File: src/rtl/ring_code_monitor.sv
// ring_code_monitor
//   Receive-side checker for a one-hot ring counter bus. Decodes the sampled
//   code to a binary index and checks that each step is a legal forward
//   rotation. It locks after a run of forward steps, counts full revolutions
//   while locked, and flags illegal codes, skips and reversals.
//
//   state    | meaning
//   ---------+-----------------------------------------------------------
//   IDLE     | after reset, no legal code seen yet
//   TRACK    | following the ring, counting consecutive forward steps
//   LOCKED   | LOCK_CNT forward steps seen; revolutions are counted
//   ERROR    | last sample was illegal, or a skip/reverse occurred in LOCKED
module ring_code_monitor #(
  parameter int WIDTH    = 3,
  parameter int LOCK_CNT = 2,
  parameter int REV_W    = 8
) (
  input  logic                     clk,
  input  logic                     mrst,
  input  logic                     en,
  input  logic [WIDTH-1:0]         ring_in,
  input  logic                     clr_err,
  output logic [$clog2(WIDTH)-1:0] idx,
  output logic                     idx_valid,
  output logic                     locked,
  output logic                     err,
  output logic                     err_sticky,
  output logic                     wrap,
  output logic [REV_W-1:0]         rev_cnt
);

  localparam int IW = $clog2(WIDTH);
  localparam int GW = $clog2(LOCK_CNT + 1);
  localparam logic [WIDTH-1:0] ONE = WIDTH'(1);

  typedef enum logic [1:0] {
    ST_IDLE   = 2'd0,
    ST_TRACK  = 2'd1,
    ST_LOCKED = 2'd2,
    ST_ERROR  = 2'd3
  } state_t;

  state_t            state_q;
  logic [WIDTH-1:0]  prev_q;
  logic [GW-1:0]     good_q;
  logic [IW-1:0]     idx_q;
  logic              idx_valid_q;
  logic              err_q;
  logic              err_sticky_q;
  logic              wrap_q;
  logic [REV_W-1:0]  rev_cnt_q;

  logic              code_legal;
  logic              code_fwd;
  logic              code_hold;
  logic [IW-1:0]     idx_dec;
  logic              err_d;
  logic              wrap_d;

  // Decode the sampled code and classify it against the previous legal code.
  always_comb begin
    // x & (x-1) clears the lowest set bit, so a nonzero result means >1 bit set.
    code_legal = (ring_in != '0) && ((ring_in & (ring_in - ONE)) == '0);
    code_fwd   = (ring_in == {prev_q[WIDTH-2:0], prev_q[WIDTH-1]});
    code_hold  = (ring_in == prev_q);
    idx_dec    = '0;
    for (int i = 0; i < WIDTH; i++) begin
      if (ring_in[i]) idx_dec = IW'(i);
    end
    err_d  = en && (!code_legal ||
                    ((state_q == ST_LOCKED) && !code_fwd && !code_hold));
    // prev_q[WIDTH-1] set on a forward step means the ring just rolled over to bit 0.
    wrap_d = en && code_legal && (state_q == ST_LOCKED) && code_fwd && prev_q[WIDTH-1];
  end

  // Tracking state machine with registered flags, index and revolution counter.
  always_ff @(posedge clk) begin
    if (mrst) begin
      state_q      <= ST_IDLE;
      prev_q       <= '0;
      good_q       <= '0;
      idx_q        <= '0;
      idx_valid_q  <= 1'b0;
      err_q        <= 1'b0;
      err_sticky_q <= 1'b0;
      wrap_q       <= 1'b0;
      rev_cnt_q    <= '0;
    end else begin
      err_q  <= err_d;
      wrap_q <= wrap_d;

      // A new error in the same cycle as clr_err keeps the sticky flag set.
      if (err_d) begin
        err_sticky_q <= 1'b1;
      end else if (clr_err) begin
        err_sticky_q <= 1'b0;
      end

      if (wrap_d) begin
        rev_cnt_q <= rev_cnt_q + REV_W'(1);
      end

      if (en) begin
        if (!code_legal) begin
          // idx and prev keep the last legal code so recovery compares against it.
          idx_valid_q <= 1'b0;
          good_q      <= '0;
          state_q     <= ST_ERROR;
        end else begin
          idx_valid_q <= 1'b1;
          idx_q       <= idx_dec;
          prev_q      <= ring_in;
          case (state_q)
            ST_IDLE, ST_ERROR: begin
              state_q <= ST_TRACK;
              good_q  <= '0;
            end
            ST_TRACK: begin
              if (code_fwd) begin
                if ((good_q + GW'(1)) == GW'(LOCK_CNT)) begin
                  state_q <= ST_LOCKED;
                  good_q  <= '0;
                end else begin
                  good_q <= good_q + GW'(1);
                end
              end else if (!code_hold) begin
                // Skip or reverse while tracking just restarts the run, no error.
                good_q <= '0;
              end
            end
            ST_LOCKED: begin
              if (!code_fwd && !code_hold) begin
                state_q <= ST_ERROR;
                good_q  <= '0;
              end
            end
            default: begin
              state_q <= ST_IDLE;
              good_q  <= '0;
            end
          endcase
        end
      end
    end
  end

  assign idx        = idx_q;
  assign idx_valid  = idx_valid_q;
  assign locked     = (state_q == ST_LOCKED);
  assign err        = err_q;
  assign err_sticky = err_sticky_q;
  assign wrap       = wrap_q;
  assign rev_cnt    = rev_cnt_q;

endmodule

File: config.mk
export PLATFORM = sky130hd
export DESIGN_NAME = ring_code_monitor
export DESIGN_NICKNAME = d
export VERILOG_FILES = /design/src/rtl/ring_code_monitor.sv
export SDC_FILE = /design/constraint.sdc
export NUM_CORES = 1
export LEC_CHECK = 0
export ABC_AREA = 1
export CELL_PAD_IN_SITES_DETAIL_PLACEMENT = 0
export CELL_PAD_IN_SITES_GLOBAL_PLACEMENT = 1
export CORE_MARGIN = 2
export CORE_UTILIZATION = 37
export CTS_CLUSTER_DIAMETER = 80
export DETAILED_ROUTE_END_ITERATION = 10
export GPL_ROUTABILITY_DRIVEN = 0
export PLACE_DENSITY_LB_ADDON = 0.1
export SLEW_MARGIN = 15
export SYNTH_ARGS = -nofsm -noshare
export SYNTH_HDL_FRONTEND = slang
export SYNTH_SLANG_ARGS = --single-unit
File: constraint.sdc
create_clock -name clk -period 1.95 [get_ports clk]
set_clock_uncertainty 0.15 [all_clocks]
set_input_delay 0.39 -clock clk [delete_from_list [all_inputs] [get_ports clk]]
set_output_delay 0.39 -clock clk [all_outputs]
set_load 0.02 [all_outputs]
==> out/qor.yml, run 1 <==
yosys:
  avgSynthCellArea_um2: 7.31
  synth_cells: 169
  synthXorXnorAreaFrac_pct: 4.86
  synth_top_family_by_area: "simple AND/OR/NAND/NOR gates"
  ys_types: 28
  synth_nets: 180
  yosys_warnings: 0
  yosysMostFrequentCell: "nand2_1"
  synth_top_area_share_pct: 32.4
  ys.flop_type: "dfxtp_1"
  synth_area_leaders: "dfxtp_1 32%, nand2_1 11%, nor2_1 6.4%"
  seq_area_frac_synth_pct: 32.4
  synthArstFlopShare_pct: 0
  synthMuxAreaShare_pct: 0
  synth-simple-area-share_pct: 38.5
  synth_common_cells: "35 x nand2_1, 21 x nor2_1, 20 x dfxtp_1, 20 x inv_1, 13 x nand3_1"
  synth_area_um2: 1230
  synth.ff_latch_count: 20
  synth_fa_ha_area_share_pct: 4.05
  synth-compound-area-share_pct: 8.81
  yosys.area.top_type: "dfxtp_1"
  synth_edf_count: 0
clock_tree:
  cts.sinks: 20
  cts_tree: "built"
  clockBufferDepth: 2
  cts_made_buffers: 3
  htreeDepth: 1
  root_buffer: "clkbuf_4"
  clkTransAtPathRegs_ns: 0.12
  insertion_delay_ns: 0.30
detailed_routing:
  drt-pass1-iter-count: 4
  drt-vias-per-instance: 4.48
  vias: 1094
  drt_iter0_drc: 44
  route.detailed.drc: 0
  wl_mm: 2.44
  postRouteAntennaNets: 0
  wire_per_inst_um: 10.0
timing:
  drv_slew: 0
  slew_headroom_pct: 75.6
  setup-tns-final_ns: 0
  min_period_ns: 1.87
  post-route-period-util_pct: 95.7
  setup_viol: 0
  max_freq_mhz: 536
  worst_slack_ns: 0.0843
  hold_viol: 0
  rsz0062_at_grt: "false"
  tightest_slew_ns: 0.366
floorplanning:
  die_w_um: 61.8
  io_pins: 22
  start_util_pct: 39.8
  row_count: 20
  core_area_um2: 3100
  floorplan.die_area_um2: 3820
  fp.dieH_um: 61.8
placement:
  dp_slack_ns: -0.202
  port_buffers: 21
  place_hpwl_mm: 1.89
  placedCellCount: 240
setup_path:
  crit_type: "reg -> out"
  required_ns: 1.41
  worstPathCellList: "clkdlybuf4s50_1"
  r2r_start: "state_q[0]$_SDFFE_PP0P_"
  crit_family: "buffers and inverters"
  worst_setup_path_end_kind: "primary output"
  crit_buf_inv: 1
  cp-startpoint: "rev_cnt[0]$_SDFFE_PP0P_"
  start_kind: "flip-flop"
  worstPathArrival_ns: 1.33
  slowest_stage: "clkdlybuf4s50_1"
  critPathMaxFanout: 4
  critPathMaxStageDelay_ns: 0.62
cells_and_area:
  area_growth_pct: 30.3
  fin_cells: 244
  final_util_pct: 51.9
  drive_above_1_share_pct: 22.0
  antenna_cells: 0
  nets: 212
global_routing:
  antenna_found_initial: 0
  grt_max_degree: 13
  grt_usage_pct: 14.6
  grt_pass1_wl_mm: 4.04
  grt_pass1_vias: 969
  grt_overflow_total: 0
power:
  p_int_mw: 0.719
  p_sw_mw: 0.264
  clockPowerShare_pct: 34.6
  power_frac_comb_pct: 20.9
  p_leak_nw: 0.815
  power_density_nw_per_um2: 611
  vdd_drop_max_mv: 0.360
  power.share.sequential_pct: 44.5
  switching_share_pct: 26.9
  p_total_mw: 0.983
flow_run:
  max_cap_violations: 0
hold_path:
  worstHoldPathType: "reg -> reg"
  min_from: "good_q[1]$_SDFFE_PP0P_"
outcome:
  status: "completed"
[per-stage QoR]
step | hold slack, ns | instance area, um^2
2_1_floorplan | 0.265 | 1230
3_3_place_gp | 0.285 | 1540
3_5_place_dp | 0.288 | 1540
4_1_cts | 0.306 | 1600
5_1_grt | 0.326 | 1610
6_report | 0.298 | 1610
[state kept, by name (all words and copies together), names as in the netlist]
name and cells:
err_sticky 1, rev_cnt 8, idx_valid 1, wrap 1, idx 1, err 1, good_q 2, prev_q 3
state_q 2
[layer usage]
| metal | track usage, % | vias to the layer above | part of all wire, % |
|---|---|---|---|
| li1 | - | 591 | - |
| met1 | 17.2 | 486 | 47 |
| met2 | 25.7 | 15 | 49 |
| met3 | 4.35 | 2 | 3.6 |
| met4 | 3.95 | 0 | 0.57 |
| met5 | 0 | - | 0 |
[cell usage in the layout, fill, tap and decap left out, types with 2 or more instances in the layout]
cell type / netlist / layout
inv_2: 5 / 5
nand3_1: 13 / 13
o21ai_0: 5 / 5
nand2_2: 5 / 5
xnor2_1: 2 / 2
clkbuf_4: 0 / 3
clkdlybuf4s50_1: 0 / 15
nand4_1: 4 / 4
xor2_1: 3 / 3
ha_1: 4 / 4
nand2_4: 3 / 3
dlymetal6s2s_1: 0 / 5
nor2_2: 2 / 2
a21oi_1: 7 / 7
buf_4: 2 / 12
nor2_1: 21 / 21
nand2_1: 35 / 35
a21oi_2: 5 / 5
nor2_8: 2 / 2
dfxtp_1: 20 / 19
inv_1: 20 / 20
[cell type report]
type / count / area [um^2]
Fill cell: 322 / 1490
Timing Repair Buffer: 33 / 312
Inverter: 25 / 93.8
Sequential cell: 20 / 402
Multi-Input combinational cell: 118 / 694
Tap cell: 44 / 55.1
Clock buffer: 3 / 22.5
Clock inverter: 1 / 30.0
[path summary, 6_finish.rpt]
kind | to | slack (ns) | cells past startpoint
worst max register to register | state_q[0]$_SDFFE_PP0P_ | 0.38 | 10
worst min-delay path | good_q[1]$_SDFFE_PP0P_ | 0.30 | 2
worst min register to register | good_q[1]$_SDFFE_PP0P_ | 0.30 | 2
worst max-delay path | rev_cnt[0] | 0.08 | 1
[power by group through the flow]
stage	registers, mW	clock network, mW	logic, mW
floorplan	0.449	0	0.140
global placement	0.446	0	0.206
detailed placement	0.447	0	0.208
CTS	0.438	0.359	0.209
global route	0.440	0.370	0.229
finish	0.438	0.340	0.206
[kinds of logic after synthesis]
family,count (synthesis)
adder cells (fa/ha/maj),4
flip-flops,20
XOR/XNOR,6
AND/OR/NAND/NOR,90
AO/OA/AOI/OAI,18
buffers and inverters,31
[repair_timing]
| item | 4_1_cts | 5_1_grt |
|---|---|---|
| endpoints found under the hold margin | 0 | 0 |
| gates cloned | 0 | 0 |
| pin swaps | 0 | 0 |
| setup buffers | 0 | 0 |
| endpoints found under the setup margin | 2 | 7 |
| hold buffers | 0 | 0 |
| resized for setup | 2 | 5 |
(Power assumes the default switching activity.)
==> inputs of run 2 (changes only) <==
--- a/config.mk
+++ b/config.mk
@@ -8,13 +8,13 @@
 export ABC_AREA = 1
 export CELL_PAD_IN_SITES_DETAIL_PLACEMENT = 0
 export CELL_PAD_IN_SITES_GLOBAL_PLACEMENT = 1
-export CORE_MARGIN = 2
+export CORE_ASPECT_RATIO = 0.5
 export CORE_UTILIZATION = 37
 export CTS_CLUSTER_DIAMETER = 80
 export DETAILED_ROUTE_END_ITERATION = 10
 export GPL_ROUTABILITY_DRIVEN = 0
 export PLACE_DENSITY_LB_ADDON = 0.1
-export SLEW_MARGIN = 15
+export SLEW_MARGIN = 0
 export SYNTH_ARGS = -nofsm -noshare
 export SYNTH_HDL_FRONTEND = slang
 export SYNTH_SLANG_ARGS = --single-unit
==> run 2 against run 1 <==
Compared with the run above: design area grew 0.93%; critical endpoint is now rev_cnt[2]; critical path type unchanged; largest power group unchanged; die area shrank 6.0%; sequential share of layout area shrank 0.23 points; highest routed layer is now met3; count of clock-buffer cells in the layout grew 1.
==> out/qor.yml, run 2 (synthesized netlist as in run 1, its figures left out) <==
clock_tree:
  insertion_delay_ns: 0.26  # was 0.30 ns
  htreeDepth: 1  # unchanged
  hold_buffers: 0  # unchanged
  root_buffer: "clkbuf_8"  # was clkbuf_4
  cts_made_buffers: 3  # unchanged
  cts_tree: "built"  # unchanged
  cts.sinks: 20  # unchanged
  clkTransAtPathRegs_ns: 0.08  # was 0.12 ns
  clockBufferDepth: 2  # unchanged
timing:
  drv_slew: 0  # unchanged
  setup_viol: 0  # unchanged
  tightest_slew_ns: 0.392  # was 0.366 ns
  post-route-period-util_pct: 95.4  # was 95.7%
  slew_headroom_pct: 73.8  # was 75.6%
  max_freq_mhz: 537  # was 536 MHz
  setup-tns-final_ns: 0  # unchanged
  worst_slack_ns: 0.0891  # was 0.0843 ns
  min_period_ns: 1.86  # was 1.87 ns
  rsz0062_at_grt: "false"  # unchanged
  hold_viol: 0  # unchanged
  hold_slack_ns: 0.288  # was 0.298 ns
detailed_routing:
  drt-pass1-iter-count: 4  # unchanged
  route.detailed.drc: 0  # unchanged
  drt-vias-per-instance: 4.53  # was 4.48
  vias: 1100  # was 1094
  met2_wirelength_mm: 1.07  # was 1.20 mm
  met3_length_um: 136  # was 88 um
  wirelength_met1_mm: 1.35  # was 1.14 mm
  drt_iter0_drc: 30  # was 44
  wl_mm: 2.56  # was 2.44 mm
  postRouteAntennaNets: 0  # unchanged
  top_layer_used: "met3"  # was met4
  wire_per_inst_um: 10.5  # was 10.0 um
setup_path:
  crit_type: "reg -> out"  # unchanged
  critPathMaxStageDelay_ns: 0.64  # was 0.62 ns
  start_kind: "flip-flop"  # unchanged
  slowest_stage: "clkdlybuf4s50_1"  # unchanged
  critPathMaxFanout: 5  # was 4
  required_ns: 1.41  # about the same
  worstPathArrival_ns: 1.32  # was 1.33 ns
  worstPathCellList: "clkdlybuf4s50_1"  # unchanged
  crit_family: "buffers and inverters"  # unchanged
  crit_buf_inv: 1  # unchanged
  worst_setup_path_end_kind: "primary output"  # unchanged
placement:
  port_buffers: 21  # unchanged
  placed_area_um2: 1550  # was 1540 um^2
  place_hpwl_mm: 2.00  # was 1.89 mm
  dp_slack_ns: -0.219  # was -0.202 ns
  placedCellCount: 237  # was 240
power:
  vdd_drop_max_mv: 0.263  # was 0.360 mV
  p_leak_nw: 0.778  # was 0.815 nW
  power_density_nw_per_um2: 598  # was 611 nW/um^2
  p_total_mw: 0.971  # was 0.983 mW
cells_and_area:
  fin_area_um2: 1620  # was 1610 um^2
  fin_cells: 243  # was 244
  mostFrequentLayoutCells: "35 x nand2_1, 21 x nor2_1, 20 x inv_1"  # unchanged
  drive_above_1_share_pct: 23.2  # was 22.0%
  fillers: 329  # was 322
  area_growth_pct: 31.5  # was 30.3%
  nets: 215  # was 212
  seq_area_um2: 402  # unchanged
  largest_reg_flops: 8  # unchanged
  final_common_cell: "nand2_1"  # unchanged
  final_util_pct: 52.7  # was 51.9%
  multi_input_area_um2: 694  # unchanged
  antenna_cells: 0  # unchanged
global_routing:
  grt_pass1_wl_mm: 4.55  # was 4.04 mm
  grt_overflow_total: 0  # unchanged
  grt_pass1_vias: 1005  # was 969
  grt_max_degree: 12  # was 13
  grt_usage_pct: 16.3  # was 14.6%
  antenna_found_initial: 0  # unchanged
floorplanning:
  fp.dieH_um: 42.9  # was 61.8 um
  start_util_pct: 40.1  # was 39.8%
  row_count: 14  # was 20
  floorplan.die_area_um2: 3590  # was 3820 um^2
  die_w_um: 83.7  # was 61.8 um
  core_area_um2: 3080  # was 3100 um^2
  io_pins: 22  # unchanged
outcome:
  status: "completed"  # unchanged
flow_run:
  max_cap_violations: 0  # unchanged
hold_path:
  worstHoldPathType: "reg -> reg"  # unchanged
run 2: per-layer routing:
| metal | vias to the layer above | track usage (%) |
|---|---|---|
| met4 | 0 | 2.03 |
| met2 | 22 | 26.0 |
| li1 | 591 | - |
| met1 | 487 | 22.3 |
| met5 | - | 0 |
| met3 | 0 | 5.06 |
run 2: report_power, final:
part | internal (mW) | total (mW) | switching [mW]
Clock | 0.180 | 0.326 | 0.146
Combinational | 0.0880 | 0.208 | 0.120
Sequential | 0.424 | 0.438 | 0.0136
Total | 0.692 | 0.971 | 0.279
run 2: worst paths after layout:
| check | depth (start not counted) | endpoint | slack, ns | startpoint |
|---|---|---|---|---|
| setup / recovery | 1 | rev_cnt[2] | 0.09 | rev_cnt[2]$_SDFFE_PP0P_ |
| hold / removal | 2 | good_q[1]$_SDFFE_PP0P_ | 0.29 | good_q[1]$_SDFFE_PP0P_ |
| setup reg to reg | 10 | state_q[1]$_SDFFE_PP0P_ | 0.37 | state_q[0]$_SDFFE_PP0P_ |
| hold reg to reg | 2 | good_q[1]$_SDFFE_PP0P_ | 0.29 | good_q[1]$_SDFFE_PP0P_ |
run 2: cell type report:
class | count | share of cell area, %
Clock buffer | 4 | 3.39
Timing Repair Buffer | 36 | 20.3
Sequential cell | 20 | 24.7
Tap cell | 40 | 3.08
Multi-Input combinational cell | 118 | 42.8
Inverter | 25 | 5.78
run 2: repair_timing:
item | in CTS | in global routing
setup buffers | 0 | 2
gates resized for setup | 2 | 3
pin swaps | 0 | 1
endpoints found under the setup margin | 2 | 7
